<file path="config.mk">
export PLATFORM = sky130hd
export DESIGN_NAME = reconfig_request
export DESIGN_NICKNAME = d
export VERILOG_FILES = /design/src/rtl/reconfig_pkg.sv /design/src/rtl/reconfig_timer.sv /design/src/rtl/reconfig_request.sv
export SDC_FILE = /design/constraint.sdc
export NUM_CORES = 1
export LEC_CHECK = 0
export ABC_AREA = 1
export CAP_MARGIN = 20
export CORE_MARGIN = 1
export CORE_UTILIZATION = 50
export DETAILED_ROUTE_END_ITERATION = 10
export PLACE_DENSITY = 0.86
export SYNTH_ARGS = -nofsm -noshare
export SYNTH_HDL_FRONTEND = slang
export SYNTH_SLANG_ARGS = --single-unit
</file>
<file path="constraint.sdc">
create_clock -name fastclk -period 1.9 [get_ports fastclk]
set_input_delay 0.38 -clock fastclk [delete_from_list [all_inputs] [get_ports fastclk]]
set_output_delay 0.38 -clock fastclk [all_outputs]
set_load 0.1 [all_outputs]
</file>
<file path="src/rtl/reconfig_pkg.sv">
// reconfig_pkg: shared definitions for the MultiBoot reconfiguration request
// front end.
//   state_e          FSM state encoding
//   DEFAULT_KEY1/2   default unlock byte values
//   STATUS_*         bit positions inside the status byte
package reconfig_pkg;

  typedef enum logic [2:0] {
    ST_IDLE  = 3'd0,
    ST_KEY1  = 3'd1,
    ST_KEY2  = 3'd2,
    ST_HOLD  = 3'd3,
    ST_PULSE = 3'd4,
    ST_DONE  = 3'd5
  } state_e;

  localparam logic [7:0] DEFAULT_KEY1 = 8'hA5;
  localparam logic [7:0] DEFAULT_KEY2 = 8'h5A;

  localparam int STATUS_BUSY   = 7;
  localparam int STATUS_ERR    = 6;
  localparam int STATUS_DONE   = 5;
  localparam int STATUS_DN_MSB = 4;

endpackage

</file>
<file path="src/rtl/reconfig_timer.sv">
// reconfig_timer: loadable down-counter that saturates at zero.
//   fastclk   in          clock
//   rst_n     in          async active-low reset (count clears to 0)
//   load      in          load load_val (wins over en)
//   en        in          decrement by one when count is non-zero
//   load_val  in  WIDTH   value to load
//   zero      out         terminal count reached (count == 0)
module reconfig_timer #(
  parameter int WIDTH = 11
) (
  input  logic             fastclk,
  input  logic             rst_n,
  input  logic             load,
  input  logic             en,
  input  logic [WIDTH-1:0] load_val,
  output logic             zero
);

  logic [WIDTH-1:0] count;

  always_ff @(posedge fastclk or negedge rst_n) begin
    if (!rst_n) begin
      count <= '0;
    end else if (load) begin
      count <= load_val;
    end else if (en && !zero) begin
      count <= count - 1'b1;
    end
  end

  assign zero = (count == '0);

endmodule

</file>
<file path="src/rtl/reconfig_request.sv">
// reconfig_request: host-facing unlock/GO front end that drives design_num and
// a stretched reconfigure pulse into the ICAP sequencer.
//   fastclk      in      clock
//   rst_n        in      async active-low reset
//   wr_en        in      single-cycle write strobe
//   wr_data      in  8   write byte
//   design_num   out 5   selected design image
//   reconfigure  out 1   reconfiguration request (high only in PULSE)
//   busy         out 1   high in HOLD, PULSE, DONE
//   err          out 1   sticky error flag
//   status       out 8   {busy, err, done, design_num}
//
// state    | meaning
// ---------+---------------------------------------------------------
// ST_IDLE  | waiting for first unlock byte; 0x00 clears err
// ST_KEY1  | first key seen, waiting for second key (timeout armed)
// ST_KEY2  | both keys seen, waiting for GO byte (timeout armed)
// ST_HOLD  | design_num stable, counting holdoff before the pulse
// ST_PULSE | reconfigure asserted
// ST_DONE  | terminal; FPGA reboots, only reset leaves
module reconfig_request
  import reconfig_pkg::*;
#(
  parameter logic [7:0]  KEY1           = DEFAULT_KEY1,
  parameter logic [7:0]  KEY2           = DEFAULT_KEY2,
  parameter logic [31:0] VALID_MASK     = 32'h0001_FF9F,
  parameter logic [4:0]  DEFAULT_DESIGN = 5'b10000,
  parameter int          TIMEOUT_CYCLES = 1024,
  parameter int          HOLDOFF_CYCLES = 8,
  parameter int          PULSE_CYCLES   = 4   // >= 2: consumer samples on fastclk/2
) (
  input  logic       fastclk,
  input  logic       rst_n,
  input  logic       wr_en,
  input  logic [7:0] wr_data,
  output logic [4:0] design_num,
  output logic       reconfigure,
  output logic       busy,
  output logic       err,
  output logic [7:0] status
);

  localparam int TMAX = (TIMEOUT_CYCLES > HOLDOFF_CYCLES) ? TIMEOUT_CYCLES : HOLDOFF_CYCLES;
  localparam int TW   = $clog2(TMAX + 1);

  state_e        state;
  logic          done;
  logic          tmr_load;
  logic          tmr_en;
  logic [TW-1:0] tmr_val;
  logic          tmr_zero;
  logic          go_ok;

  assign go_ok = wr_data[7] && (wr_data[6:5] == 2'b00) && VALID_MASK[wr_data[4:0]];

  // The timer loads on the edge that enters a counted state, so HOLD loads the
  // full holdoff (transition happens on the edge after it hits zero) while
  // PULSE loads one less (its entry edge is already the first pulse cycle).
  always_comb begin
    tmr_load = 1'b0;
    tmr_en   = 1'b0;
    tmr_val  = '0;
    case (state)
      ST_IDLE: begin
        if (wr_en) begin
          tmr_load = 1'b1;
          tmr_val  = TW'(TIMEOUT_CYCLES);
        end
      end
      ST_KEY1: begin
        if (wr_en) begin
          tmr_load = 1'b1;
          tmr_val  = TW'(TIMEOUT_CYCLES);
        end else begin
          tmr_en = 1'b1;
        end
      end
      ST_KEY2: begin
        if (wr_en) begin
          tmr_load = 1'b1;
          tmr_val  = go_ok ? TW'(HOLDOFF_CYCLES) : TW'(TIMEOUT_CYCLES);
        end else begin
          tmr_en = 1'b1;
        end
      end
      ST_HOLD: begin
        if (tmr_zero) begin
          tmr_load = 1'b1;
          tmr_val  = TW'(PULSE_CYCLES - 1);
        end else begin
          tmr_en = 1'b1;
        end
      end
      ST_PULSE: tmr_en = 1'b1;
      default: ;
    endcase
  end

  reconfig_timer #(.WIDTH(TW)) u_timer (
    .fastclk  (fastclk),
    .rst_n    (rst_n),
    .load     (tmr_load),
    .en       (tmr_en),
    .load_val (tmr_val),
    .zero     (tmr_zero)
  );

  // A write in the expiry cycle is checked first, so it wins over the timeout.
  always_ff @(posedge fastclk or negedge rst_n) begin
    if (!rst_n) begin
      state       <= ST_IDLE;
      design_num  <= DEFAULT_DESIGN;
      reconfigure <= 1'b0;
      busy        <= 1'b0;
      done        <= 1'b0;
      err         <= 1'b0;
    end else begin
      case (state)
        ST_IDLE: begin
          if (wr_en) begin
            if (wr_data == KEY1) begin
              state <= ST_KEY1;
              err   <= 1'b0;
            end else if (wr_data == 8'h00) begin
              err <= 1'b0;
            end else begin
              err <= 1'b1;
            end
          end
        end
        ST_KEY1: begin
          if (wr_en) begin
            if (wr_data == KEY2) begin
              state <= ST_KEY2;
            end else begin
              state <= ST_IDLE;
              err   <= 1'b1;
            end
          end else if (tmr_zero) begin
            state <= ST_IDLE;
            err   <= 1'b1;
          end
        end
        ST_KEY2: begin
          if (wr_en) begin
            if (go_ok) begin
              state      <= ST_HOLD;
              design_num <= wr_data[4:0];
              busy       <= 1'b1;
            end else begin
              state <= ST_IDLE;
              err   <= 1'b1;
            end
          end else if (tmr_zero) begin
            state <= ST_IDLE;
            err   <= 1'b1;
          end
        end
        ST_HOLD: begin
          if (tmr_zero) begin
            state       <= ST_PULSE;
            reconfigure <= 1'b1;
          end
        end
        ST_PULSE: begin
          if (tmr_zero) begin
            state       <= ST_DONE;
            reconfigure <= 1'b0;
            done        <= 1'b1;
          end
        end
        ST_DONE: ;
        default: state <= ST_IDLE;
      endcase
    end
  end

  always_comb begin
    status                   = '0;
    status[STATUS_BUSY]      = busy;
    status[STATUS_ERR]       = err;
    status[STATUS_DONE]      = done;
    status[STATUS_DN_MSB:0]  = design_num;
  end

endmodule
</file>
Word level (Yosys, flattened, before mapping). Memories as Yosys holds them, arrays and structs flattened. Index checks and enable logic that the tools add are counted. W data, S select, Z words.

ROM bits: 32. Register bits: 23. Memories: 1. Word-level logic and storage cells: 79.

Multiplexer cells: 36. Bitwise operators: 1. Reduce and logical (&&, ||, !) cells: 19. Add/sub/neg operators: 1. Equality and inequality tests: 13. Magnitude comparators: 1.

Memory list: (no name shown) (words 32, width 1, read ports 1, clocked after Yosys merged registers in 0, wr ports 0, line reconfig_request.sv:54) `assign go_ok = wr_data[7] && (wr_data[6:5] == 2'b00) && VALID_MASK[wr_data[4:0]];`.

Operators by type and width (number): $mux W11 (5); $pmux W11 S3 (1); $mux W3 (7); $pmux W3 S6 (1); $mux W1 (15); $logic_not A11 Y1 (1); $sub A11 B1 Y11 const B (1); $eq A8 B7 Y1 const B (1); $eq A8 B8 Y1 const B (1); $logic_not A8 Y1 (1); $eq A3 B2 Y1 const B (2); $eq A3 B3 Y1 const B (2); $lt A5 B6 Y1 const B (1); $mux W2 (3); $ne A3 B3 Y1 const B (2); $pmux W1 S3 (2); $reduce_and A3 Y1 (2); $reduce_and A5 Y1 (1); $ne A2 B1 Y1 const B (2); $ne A2 B2 Y1 const B (2); $pmux W1 S2 (2); $reduce_and A4 Y1 (1); $reduce_bool A2 Y1 (2); $reduce_or A2 Y1 (2); 9 further kinds (11).

Depth between registers and ports, before layout. Gate-level depths: netlist of the first run.

Depth in word-level cells: 7. Depth in mapped cells: 12. Mapped depth without buffers: 12.

By module. From an unflattened synthesis of the first run, not the netlist that was laid out.

Cell total of the unflattened synthesis: 260. Area, all modules: 1754.2 um^2.

By module, submodules not included: reconfig_request (sequential area each 301.5 um^2, area each 904.6 um^2, cells each 131, instances 1); reconfig_timer (sequential area each 275.3 um^2, area each 849.6 um^2, cells each 129, instances 1).

Worst setup path before layout of the first run. No wires, ideal clock.

Path type: register to output. Start point: reg err. End point: out status[6]. Setup slack: 0.175 ns. Data arrival time: 1.345 ns. Cell stages (with the launch flop): 2. Required time: 1.520 ns. Cells stage by stage: dfrtp_1 > buf_4.

RTL lines: start: declaration (line reconfig_request.sv:39) `output logic err,`; start signal: assignment (line reconfig_request.sv:116) `err <= 1'b0;`; start signal: assignment (line reconfig_request.sv:123) `err <= 1'b0;`; start signal: assignment (line reconfig_request.sv:125) `err <= 1'b0;`; end: declaration (line reconfig_request.sv:40) `output logic [7:0] status`.

No word-level cell between the ends.

Worst setup path after layout of the first run.
Start point: reg u_timer.count[0]. End point: reg u_timer.count[4].

Word-level cells in the longest chain between the ends: 5. Elaborated cells on any way between the ends: 11. Classes of those cells: add/sub (1); mux (6); reduce/logical (4).

Ends and longest elaborated chain: start: declaration (line reconfig_timer.sv:19) `logic [WIDTH-1:0] count;`; start signal: assignment (line reconfig_timer.sv:25) `count <= load_val;`; start signal: assignment (line reconfig_timer.sv:27) `count <= count - 1'b1;`; branches (longest 5 deep; another with $sub A11 B1 Y11).

Parallel ways; which one is timed is not known. The select of a mux whose other input is x is not followed. A chain may end at the register's enable or synchronous reset.

==> results of run 1 <==
-- registers in the layout (all words and copies together), names as in the netlist --
name	flops
u_timer.count	11
design_num	5
state	3
busy	1
done	1
err	1
reconfigure	1
-- how the worst max path moves through the flow --
stage	startpoint	end	depth (start not counted)
2_1_floorplan	err	status[6]	1
3_3_place_gp	wr_data[0]	state[0]	11
3_5_place_dp	wr_data[0]	design_num[2]	10
4_1_cts	u_timer.count[0]	u_timer.count[9]	10
5_1_grt	wr_data[0]	err	11
6_report	u_timer.count[0]	u_timer.count[4]	10
-- routing by layer --
| layer | wire, um | global-route usage |
|---|---|---|
| met2 | 1750 | 0.417 |
| met3 | 112 | 0.0396 |
| met1 | 1530 | 0.285 |
| met5 | 0 | 0 |
| met4 | 48 | 0.0816 |
-- synth_stat cells --
cell type	instances	area share
buf_2	1	0.0031
buf_4	8	0.038
buf_6	2	0.014
dfrtp_1	22	0.35
dfstp_2	1	0.016
ha_1	4	0.031
inv_1	21	0.049
inv_2	3	0.0071
nand2_1	64	0.15
nand2_2	3	0.012
nand2_4	1	0.0071
nand3_1	29	0.091
nand3_2	1	0.0063
nand3_4	1	0.011
nand3b_1	1	0.0047
nand3b_2	1	0.0071
nand4_1	3	0.012
nor2_1	27	0.064
nor2_2	4	0.016
nor2_4	1	0.0071
nor3_1	1	0.0031
o211ai_1	1	0.0047
o21ai_0	6	0.019
o21ai_1	7	0.022
o21ai_2	1	0.0055
o21bai_1	1	0.0047
or2_1	1	0.0039
xnor2_1	5	0.027
xor2_1	3	0.016
-- power by group through the flow --
stage	clock [W]	combinational [W]	sequential (W)
floorplan	0	0.000953	0.000785
global placement	0	0.00129	0.000745
detailed placement	0	0.00131	0.000754
CTS	0.000236	0.00132	0.000744
global route	0.000250	0.00147	0.000761
finish	0.000227	0.00132	0.000744
-- stage by stage --
stage,total power [W],hold slack [ps]
6_report,0.00229,397
5_1_grt,0.00248,409
4_1_cts,0.00230,403
3_5_place_dp,0.00207,468
3_3_place_gp,0.00203,467
2_1_floorplan,0.00174,84.4
-- cell type report --
| class | count | area, um2 |
|---|---|---|
| multi-input cells | 166 | 838 |
| inverters | 24 | 90.1 |
| fillers | 237 | 912 |
| repair buffers | 40 | 526 |
| clock buffers | 3 | 22.5 |
| well taps | 44 | 55.1 |
| flip-flops and latches | 23 | 577 |
| clock inverters | 1 | 7.51 |
-- worst register-to-register path, cell delays in order, from the launching register on --
cell and delay (ps):
dfrtp_1 440, inv_1 110, ha_1 200, nand2_2 120
nor2_4 190, nand3_4 140, nand2_4 90, inv_2 70
buf_12 130, nand3_1 70, nand2_1 60
-- cells by family after synthesis --
logic type	after synthesis
AOI/OAI and AO/OA	16
xor gates and xnor gates	8
adders and majority gates	4
buffers and inverters	35
DFF	23
and+or+nand+nor	138
==> flow_metrics.env, run 1 <==
export IMPL_dieArea_mm2=0.00342
export IMPL_reg2reg_to="u_timer.count[4]"
export IMPL_critPathBufInv=3
export IMPL_path_cells="inv_1 > ha_1 > nand2_2 > nor2_4 > nand3_4 > nand2_4 > inv_2 > buf_12 > nand3_1 > nand2_1"
export IMPL_endpoint_kind="register"
export IMPL_die_y_um=58.4
export IMPL_setup_worst_path_class="reg2reg"
export IMPL_rows=20
export IMPL_ir_worst_vdd_mv=0.584
export IMPL_drcViolationCount=0
export IMPL_final_cell_mix="nand2_1 (64), nand3_1 (29), nor2_1 (27)"
export IMPL_gp_congestion=0.917
export IMPL_syn_area_mm2=0.00159
export IMPL_synth_compound_area_frac=0.0558
export IMPL_firstDrtPassIters=4
export IMPL_postCtsSetupRepairBufs=0
export IMPL_yosysWarnings=0
export IMPL_drtAntennaViolNets=0
export IMPL_htree_levels=1
export IMPL_crit_arrival_ps=1930
export IMPL_regToRegStartpoint="u_timer.count[0]"
export IMPL_worstMarginPinSlew_ps=289
export IMPL_final_cells=301
export IMPL_coreArea_mm2=0.00303
export IMPL_fin_tns_setup_ps=0
export IMPL_min_period_ps=1720
export IMPL_drv_slew=0
export IMPL_dp_cells=297
export IMPL_synth_top_family_by_area="simple AND/OR/NAND/NOR gates"
export IMPL_muxShareOfSynthArea=0
export IMPL_syn_nets=239
export IMPL_r2r_slack_ps=180
export IMPL_routed_wirelength_mm=3.43
export IMPL_pwr_share_seq=0.325
export IMPL_fmax_mhz=582
export IMPL_synthCells=224
export IMPL_powerDensity_mw_per_mm2=1080
export IMPL_hold_buffers=0
export IMPL_drt_iter0_markers=77
export IMPL_synth_seq_cells=23
export IMPL_avgRoutedWirePerCell_um=11.4
export IMPL_grt_first_pass_wirelength_mm=6.11
export IMPL_cp_start_kind="register"
export IMPL_setup_slack_ps=182
export IMPL_num_antenna_cells=0
export IMPL_antenna_found_initial=0
export IMPL_rsz0062_at_grt="false"
export IMPL_setup_viol=0
export IMPL_path_max_fanout=5
export IMPL_power_frac_comb=0.576
export IMPL_viasPerCell=5.05
export IMPL_initial_core_util=0.526
export IMPL_grt_overflow_total=0
export IMPL_num_vias=1520
export IMPL_clk_pin_slew_worst_paths_ps=120
export IMPL_p_switching_w=0.00110
export IMPL_clock_sinks=23
export IMPL_yosysSeqAreaShare=0.362
export IMPL_final_core_util=0.699
export IMPL_worst_skew_pair_late_latency_ps=320
export IMPL_outcome="completed"
export IMPL_clock_path_buffers=2
export IMPL_finClkSkew_ps=5.75
export IMPL_cts_tree="built"
export IMPL_synthXorXnorAreaFrac=0.0440
export IMPL_slew_headroom=0.807
export IMPL_final_common_cell="nand2_1"
export IMPL_drive_above_1_share=0.198
export IMPL_fin_nets=273
export IMPL_cts_made_buffers=3
export IMPL_r2r_cells=10
export IMPL_avgSynthCellArea_um2=7.11
export IMPL_place_ws_ps=-87.1
export IMPL_cts_root_buf="clkbuf_4"
export IMPL_synth_cell_type_count=29
export IMPL_drv_cap=0
export IMPL_synthSimpleGateAreaFrac=0.395
export IMPL_critPathMaxStageDelay_ps=440
export IMPL_placed_area_mm2=0.00209
export IMPL_grt_max_degree=24
export IMPL_hold_violations=0
export IMPL_port_buffers=26
export IMPL_cp_top_family="simple AND/OR/NAND/NOR gates"
export IMPL_p_clk_frac=0.099
export IMPL_syn_to_final_growth_pct=32.8
export IMPL_finalCritPeriodShare=0.904
export IMPL_dp_hpwl_mm=2.80
export IMPL_design_area_mm2=0.00212
export IMPL_die_w_um=58.4
export IMPL_netSwitchingFraction=0.480
export IMPL_ctsResizeCount=0
export IMPL_leakagePower_nw=1.10
export IMPL_hold_path_class="in2async"
export IMPL_grt_pass1_vias=1436
export IMPL_slowest_stage="dfrtp_1"
export IMPL_io_pins=27
export IMPL_grtUsageTotal=0.234
export IMPL_synth_adder_area_share=0.0314
export IMPL_intPower_w=0.00119
export IMPL_cp_data_required_time_ps=2110
(Power assumes the default switching activity.)
==> inputs of run 2 (changes only) <==
- PLACE_DENSITY: 0.86 -> 0.85
- SYNTH_HIERARCHICAL: not set -> 1
==> flow_metrics.env, run 2 <==
export IMPL_clock_path_buffers=2
export IMPL_cts_root_buf="clkbuf_4"
export IMPL_drive_above_1_share=0.337
export IMPL_viasPerCell=5.01
export IMPL_num_antenna_cells=0
export IMPL_ys_top_cells_by_area="dfrtp_1 (31%), nand2_1 (17%), nand3_1 (7.1%)"
export IMPL_grt_first_pass_wirelength_mm=6.82
export IMPL_syn_area_mm2=0.00175
export IMPL_top_register="u_timer/count"
export IMPL_largest_reg_flops=11
export IMPL_setup_viol=0
export IMPL_finalCritPeriodShare=0.977
export IMPL_min_period_ps=1860
export IMPL_drv_cap=0
export IMPL_final_common_cell="nand2_1"
export IMPL_crit_arrival_ps=2090
export IMPL_yosysWarnings=6
export IMPL_syn_to_final_growth_pct=43.2
export IMPL_synth_top_area_cell="dfrtp_1"
export IMPL_avgRoutedWirePerCell_um=11.8
export IMPL_outcome="completed"
export IMPL_htree_levels=1
export IMPL_critPathLaunch="u_timer/count[1]"
export IMPL_drtAntennaViolNets=0
export IMPL_clock_sinks=23
export IMPL_synth_main_ff_cell="dfrtp_1"
export IMPL_placed_area_mm2=0.00243
export IMPL_synth_cell_type_count=30
export IMPL_gp_congestion=1.00
export IMPL_synthCells=260
export IMPL_slowest_stage="dfrtp_1"
export IMPL_antenna_found_initial=0
export IMPL_dieArea_mm2=0.00375
export IMPL_port_buffers=26
export IMPL_hold_buffers=0
export IMPL_r2r_slack_ps=40
export IMPL_reg2reg_to="u_timer/count[6]"
export IMPL_num_vias=1862
export IMPL_design_area_mm2=0.00251
export IMPL_fin_nets=342
export IMPL_clk_pin_slew_worst_paths_ps=140
export IMPL_final_cells=372
export IMPL_die_y_um=61.2
export IMPL_r2r_cells=14
export IMPL_rows=21
export IMPL_cts_made_buffers=3
export IMPL_critPathMaxStageDelay_ps=420
export IMPL_regToRegStartpoint="u_timer/count[1]"
export IMPL_path_max_fanout=8
export IMPL_drt_iter0_markers=70
export IMPL_coreArea_mm2=0.00334
export IMPL_grtUsageTotal=0.246
export IMPL_drv_slew=0
export IMPL_ir_worst_vdd_mv=0.838
export IMPL_powerDensity_mw_per_mm2=1460
export IMPL_final_core_util=0.753
export IMPL_grt_overflow_total=0
export IMPL_yosysTopAreaCellShare=0.314
export IMPL_rsz0062_at_grt="true"
export IMPL_fmax_mhz=539
export IMPL_synth_seq_cells=23
export IMPL_cp_start_kind="register"
export IMPL_leakagePower_nw=1.32
export IMPL_avgSynthCellArea_um2=6.75
export IMPL_setup_worst_path_class="reg2reg"
export IMPL_dp_cells=364
export IMPL_crit_top_cell="nand2_2"
export IMPL_final_cell_mix="nand2_1 (77), buf_4 (45), inv_1 (25), nand3_1 (25)"
export IMPL_total_power_w=0.00367
export IMPL_grt_max_degree=24
export IMPL_finClkSkew_ps=3.14
export IMPL_synth_edff_count=0
export IMPL_hold_path_class="in2async"
export IMPL_routed_wirelength_mm=4.38
export IMPL_drcViolationCount=0
export IMPL_die_w_um=61.2
export IMPL_top_regs="u_timer/count x11, design_num x5, state x3"
export IMPL_hold_violations=0
export IMPL_initial_core_util=0.526
export IMPL_yosysSeqAreaShare=0.329
export IMPL_grt_pass1_vias=1594
export IMPL_path_cells="inv_2 > ha_4 > nand2_2 > nor2_4 > nand2_2 > inv_2 > inv_4 > nand2_2 > o211ai_1 > nand2_4 > nand2_4 > buf_12 > nand2_1 > nand2_1"
export IMPL_worst_skew_pair_late_latency_ps=320
export IMPL_dp_hpwl_mm=3.50
export IMPL_cp_endpoint="u_timer/count[6]"
export IMPL_yosysMostFrequentCell="nand2_1"
export IMPL_io_pins=27
export IMPL_endpoint_kind="register"
export IMPL_firstDrtPassIters=4
export IMPL_synth_common_cells="nand2_1 (81), inv_1 (31), nand3_1 (25), nor2_1 (25), dfrtp_1 (22)"
export IMPL_cp_data_required_time_ps=2140
export IMPL_async_flop_share=1.00
export IMPL_cts_tree="built"
==> run 2: power breakdown <==
| group | switching (W) | leakage, nW | internal, W | total, W |
|---|---|---|---|---|
| Combinational | 0.00154 | 1.01 | 0.00103 | 0.00256 |
| Sequential | 0.000196 | 0.290 | 0.000666 | 0.000863 |
| Clock | 0.000165 | 0.0177 | 0.0000790 | 0.000244 |
==> run 2: kinds of logic (layout without fill, tap and decap cells) <==
logic type      after synthesis  after routing  synth area share
flops                        23             23             0.329
other cells                   1              7           0.00214
xor+xnor                      1              1           0.00499
simple gates                153            153             0.397
buf+inv                      48            108             0.128
compound gates               30             30             0.110
fa+ha+maj                     4              4            0.0285
==> run 2: worst min path at each step <==
stage	from	end	slack, ps	cells after the start
floorplan	rst_n	busy	80	0
global placement	done	done	460	1
detailed placement	done	done	470	1
CTS	rst_n	busy	400	2
global route	rst_n	design_num[3]	420	2
finish	rst_n	u_timer/count[3]	390	2
==> run 2: layout make-up <==
class | instances | area (um2)
Tap cell | 46 | 57.6
Sequential cell | 23 | 577
Clock inverter | 1 | 5.00
Timing Repair Buffer | 68 | 698
Fill cell | 244 | 825
Clock buffer | 3 | 22.5
Inverter | 36 | 140
Multi-Input combinational cell | 195 | 1010
==> run 2: per-layer routing <==
metal / track usage / vias up / share of wire
li1: - / 937 / -
met1: 0.330 / 852 / 0.44
met2: 0.416 / 63 / 0.49
met3: 0.0252 / 10 / 0.047
met4: 0.0779 / 0 / 0.018
met5: 0 / - / 0
==> run 2: worst max-delay path: cells and delay by family (launching register included) <==
kind	cells	cell delay, ps
flip-flops	1	420
AO/OA/AOI/OAI	1	200
adder cells (fa/ha/maj)	1	140
AND/OR/NAND/NOR	8	640
buffers and inverters	4	360
==> run 2: repair_timing <==
item / CTS / global route
endpoints found under the setup margin: 11 / 9
gates resized for setup: 6 / 8
pin swaps: 5 / 8
setup buffers: 3 / 1
==> run 2: per-stage QoR <==
step | setup slack [ps] | setup TNS [ps] | hold WS [ps]
5_1_grt | -27.5 | -96.1 | 421
3_3_place_gp | -168 | -1020 | 461
6_report | 44.0 | 0 | 390
4_1_cts | 32.6 | 0 | 397
2_1_floorplan | -3.74 | -3.74 | 84.4
3_5_place_dp | -246 | -2060 | 467
==> inputs of run 3 (changes only) <==
- PLACE_DENSITY: 0.85 -> 0.75
- clock period: 1.9 -> 2.08 ns (I/O delays scaled with it)
==> flow_metrics.env, run 3 (synthesized netlist as in run 2, its figures left out) <==
export IMPL_outcome="completed"
export IMPL_syn_to_final_growth_pct=29.5
export IMPL_powerDensity_mw_per_mm2=1350
export IMPL_ir_worst_vdd_mv=0.593
export IMPL_coreArea_mm2=0.00334
export IMPL_pwr_share_seq=0.251
export IMPL_p_clk_frac=0.068
export IMPL_r2r_cells=14
export IMPL_setup_viol=0
export IMPL_min_period_ps=1940
export IMPL_drt_iter0_markers=89
export IMPL_cp_start_kind="register"
export IMPL_cp_data_required_time_ps=2290
export IMPL_die_y_um=61.2
export IMPL_placed_area_mm2=0.00218
export IMPL_top_regs="u_timer/count x11, design_num x5, state x3"
export IMPL_num_vias=1777
export IMPL_firstDrtPassIters=4
export IMPL_drv_slew=0
export IMPL_drv_cap=0
export IMPL_htree_levels=1
export IMPL_io_pins=27
export IMPL_fill_cells=300
export IMPL_critPathLaunch="u_timer/count[1]"
export IMPL_finalCritPeriodShare=0.931
export IMPL_place_ws_ps=-88.1
export IMPL_setup_worst_path_class="reg2reg"
export IMPL_power_frac_comb=0.681
export IMPL_regArea_um2=577
export IMPL_leakagePower_nw=1.22
export IMPL_avgRoutedWirePerCell_um=10.9
export IMPL_grt_first_pass_wirelength_mm=6.41
export IMPL_drive_above_1_share=0.278
export IMPL_final_common_cell="nand2_1"
export IMPL_hold_buffers=0
export IMPL_cts_root_buf="clkbuf_4"
export IMPL_setup_slack_ps=143
export IMPL_clk_pin_slew_worst_paths_ps=140
export IMPL_drtAntennaViolNets=0
export IMPL_dp_hpwl_mm=3.03
export IMPL_path_max_fanout=6
export IMPL_viasPerCell=4.95
export IMPL_hold_violations=0
export IMPL_hold_path_class="in2async"
export IMPL_grt_overflow_total=0
export IMPL_initial_core_util=0.526
export IMPL_endpoint_kind="register"
export IMPL_regToRegStartpoint="u_timer/count[1]"
export IMPL_clock_sinks=23
export IMPL_routed_wirelength_mm=3.90
export IMPL_dp_cells=351
export IMPL_cts_made_buffers=3
export IMPL_grt_pass1_vias=1534
export IMPL_cp_endpoint="u_timer/count[10]"
export IMPL_fmax_mhz=516
export IMPL_antenna_found_initial=0
export IMPL_drcViolationCount=0
export IMPL_port_buffers=26
export IMPL_dieArea_mm2=0.00375
export IMPL_num_antenna_cells=0
export IMPL_cts_tree="built"
export IMPL_total_power_w=0.00306
export IMPL_grtUsageTotal=0.228
export IMPL_final_cell_mix="nand2_1 (79), buf_4 (41), inv_1 (28)"
export IMPL_intPower_w=0.00142
export IMPL_finClkSkew_ps=17.2
export IMPL_fin_tns_setup_ps=0
export IMPL_gp_congestion=0.971
export IMPL_crit_arrival_ps=2140
export IMPL_top_register="u_timer/count"
export IMPL_fin_nets=329
export IMPL_netSwitchingFraction=0.537
export IMPL_reg2reg_to="u_timer/count[10]"
export IMPL_grt_max_degree=24
export IMPL_r2r_slack_ps=140
export IMPL_multi_input_area_mm2=0.00101
export IMPL_clock_path_buffers=2
export IMPL_largest_reg_flops=11
export IMPL_p_switching_w=0.00164
export IMPL_die_w_um=61.2
export IMPL_rows=21
export IMPL_worst_skew_pair_late_latency_ps=320
export IMPL_final_cells=359
export IMPL_design_area_mm2=0.00227
-- run 3: worst min path at each step --
stage	to	slack, ps	cells after the start
after floorplan	busy	120	0
after global placement	done	460	1
after detailed placement	done	460	1
after CTS	u_timer/count[6]	450	2
after global routing	u_timer/count[6]	470	2
final	u_timer/count[6]	440	2
-- run 3: worst max-delay path: stages (launching register included) --
cell and delay, ps:
dfrtp_1 420, inv_2 60, ha_2 180, nand2_2 70, nor2_4 120, nand2_2 80, inv_2 60, inv_1 40
buf_4 140, nand2_1 80, o211ai_1 170, nand2_4 170, nand2_8 80, nor2_1 90, nor2_1 50
-- run 3: per-stage QoR --
stage               utilization  hold slack [ps]
floorplan                     -              120
detailed placement        0.653              464
CTS                       0.661              452
finish                    0.681              437
global route              0.681              469
global placement          0.653              462
-- run 3: layer usage --
metal / GRT usage / wire length (um)
met5: 0 / 0
met4: 0.0617 / 29
met3: 0.0252 / 191
met2: 0.366 / 1770
met1: 0.325 / 1910
-- run 3: layout make-up --
class / count / share of cell area
multi-input cells: 196 / 0.445
flip-flops and latches: 23 / 0.254
repair buffers: 54 / 0.202
inverters: 36 / 0.0617
well taps: 46 / 0.0253
clock buffers: 4 / 0.0116
-- run 3: what timing repair did --
action	CTS	global route
setup buffers	0	3
resized for setup	0	11
setup endpoints to repair	0	11
-- run 3: power by group through the flow --
stage / Clock (W) / Combinational [W] / Sequential, W
2_1_floorplan: 0 / 0.00132 / 0.000941
3_3_place_gp: 0 / 0.00190 / 0.000760
4_1_cts: 0.000215 / 0.00194 / 0.000759
6_report: 0.000209 / 0.00208 / 0.000768
5_1_grt: 0.000230 / 0.00229 / 0.000787
3_5_place_dp: 0 / 0.00193 / 0.000768
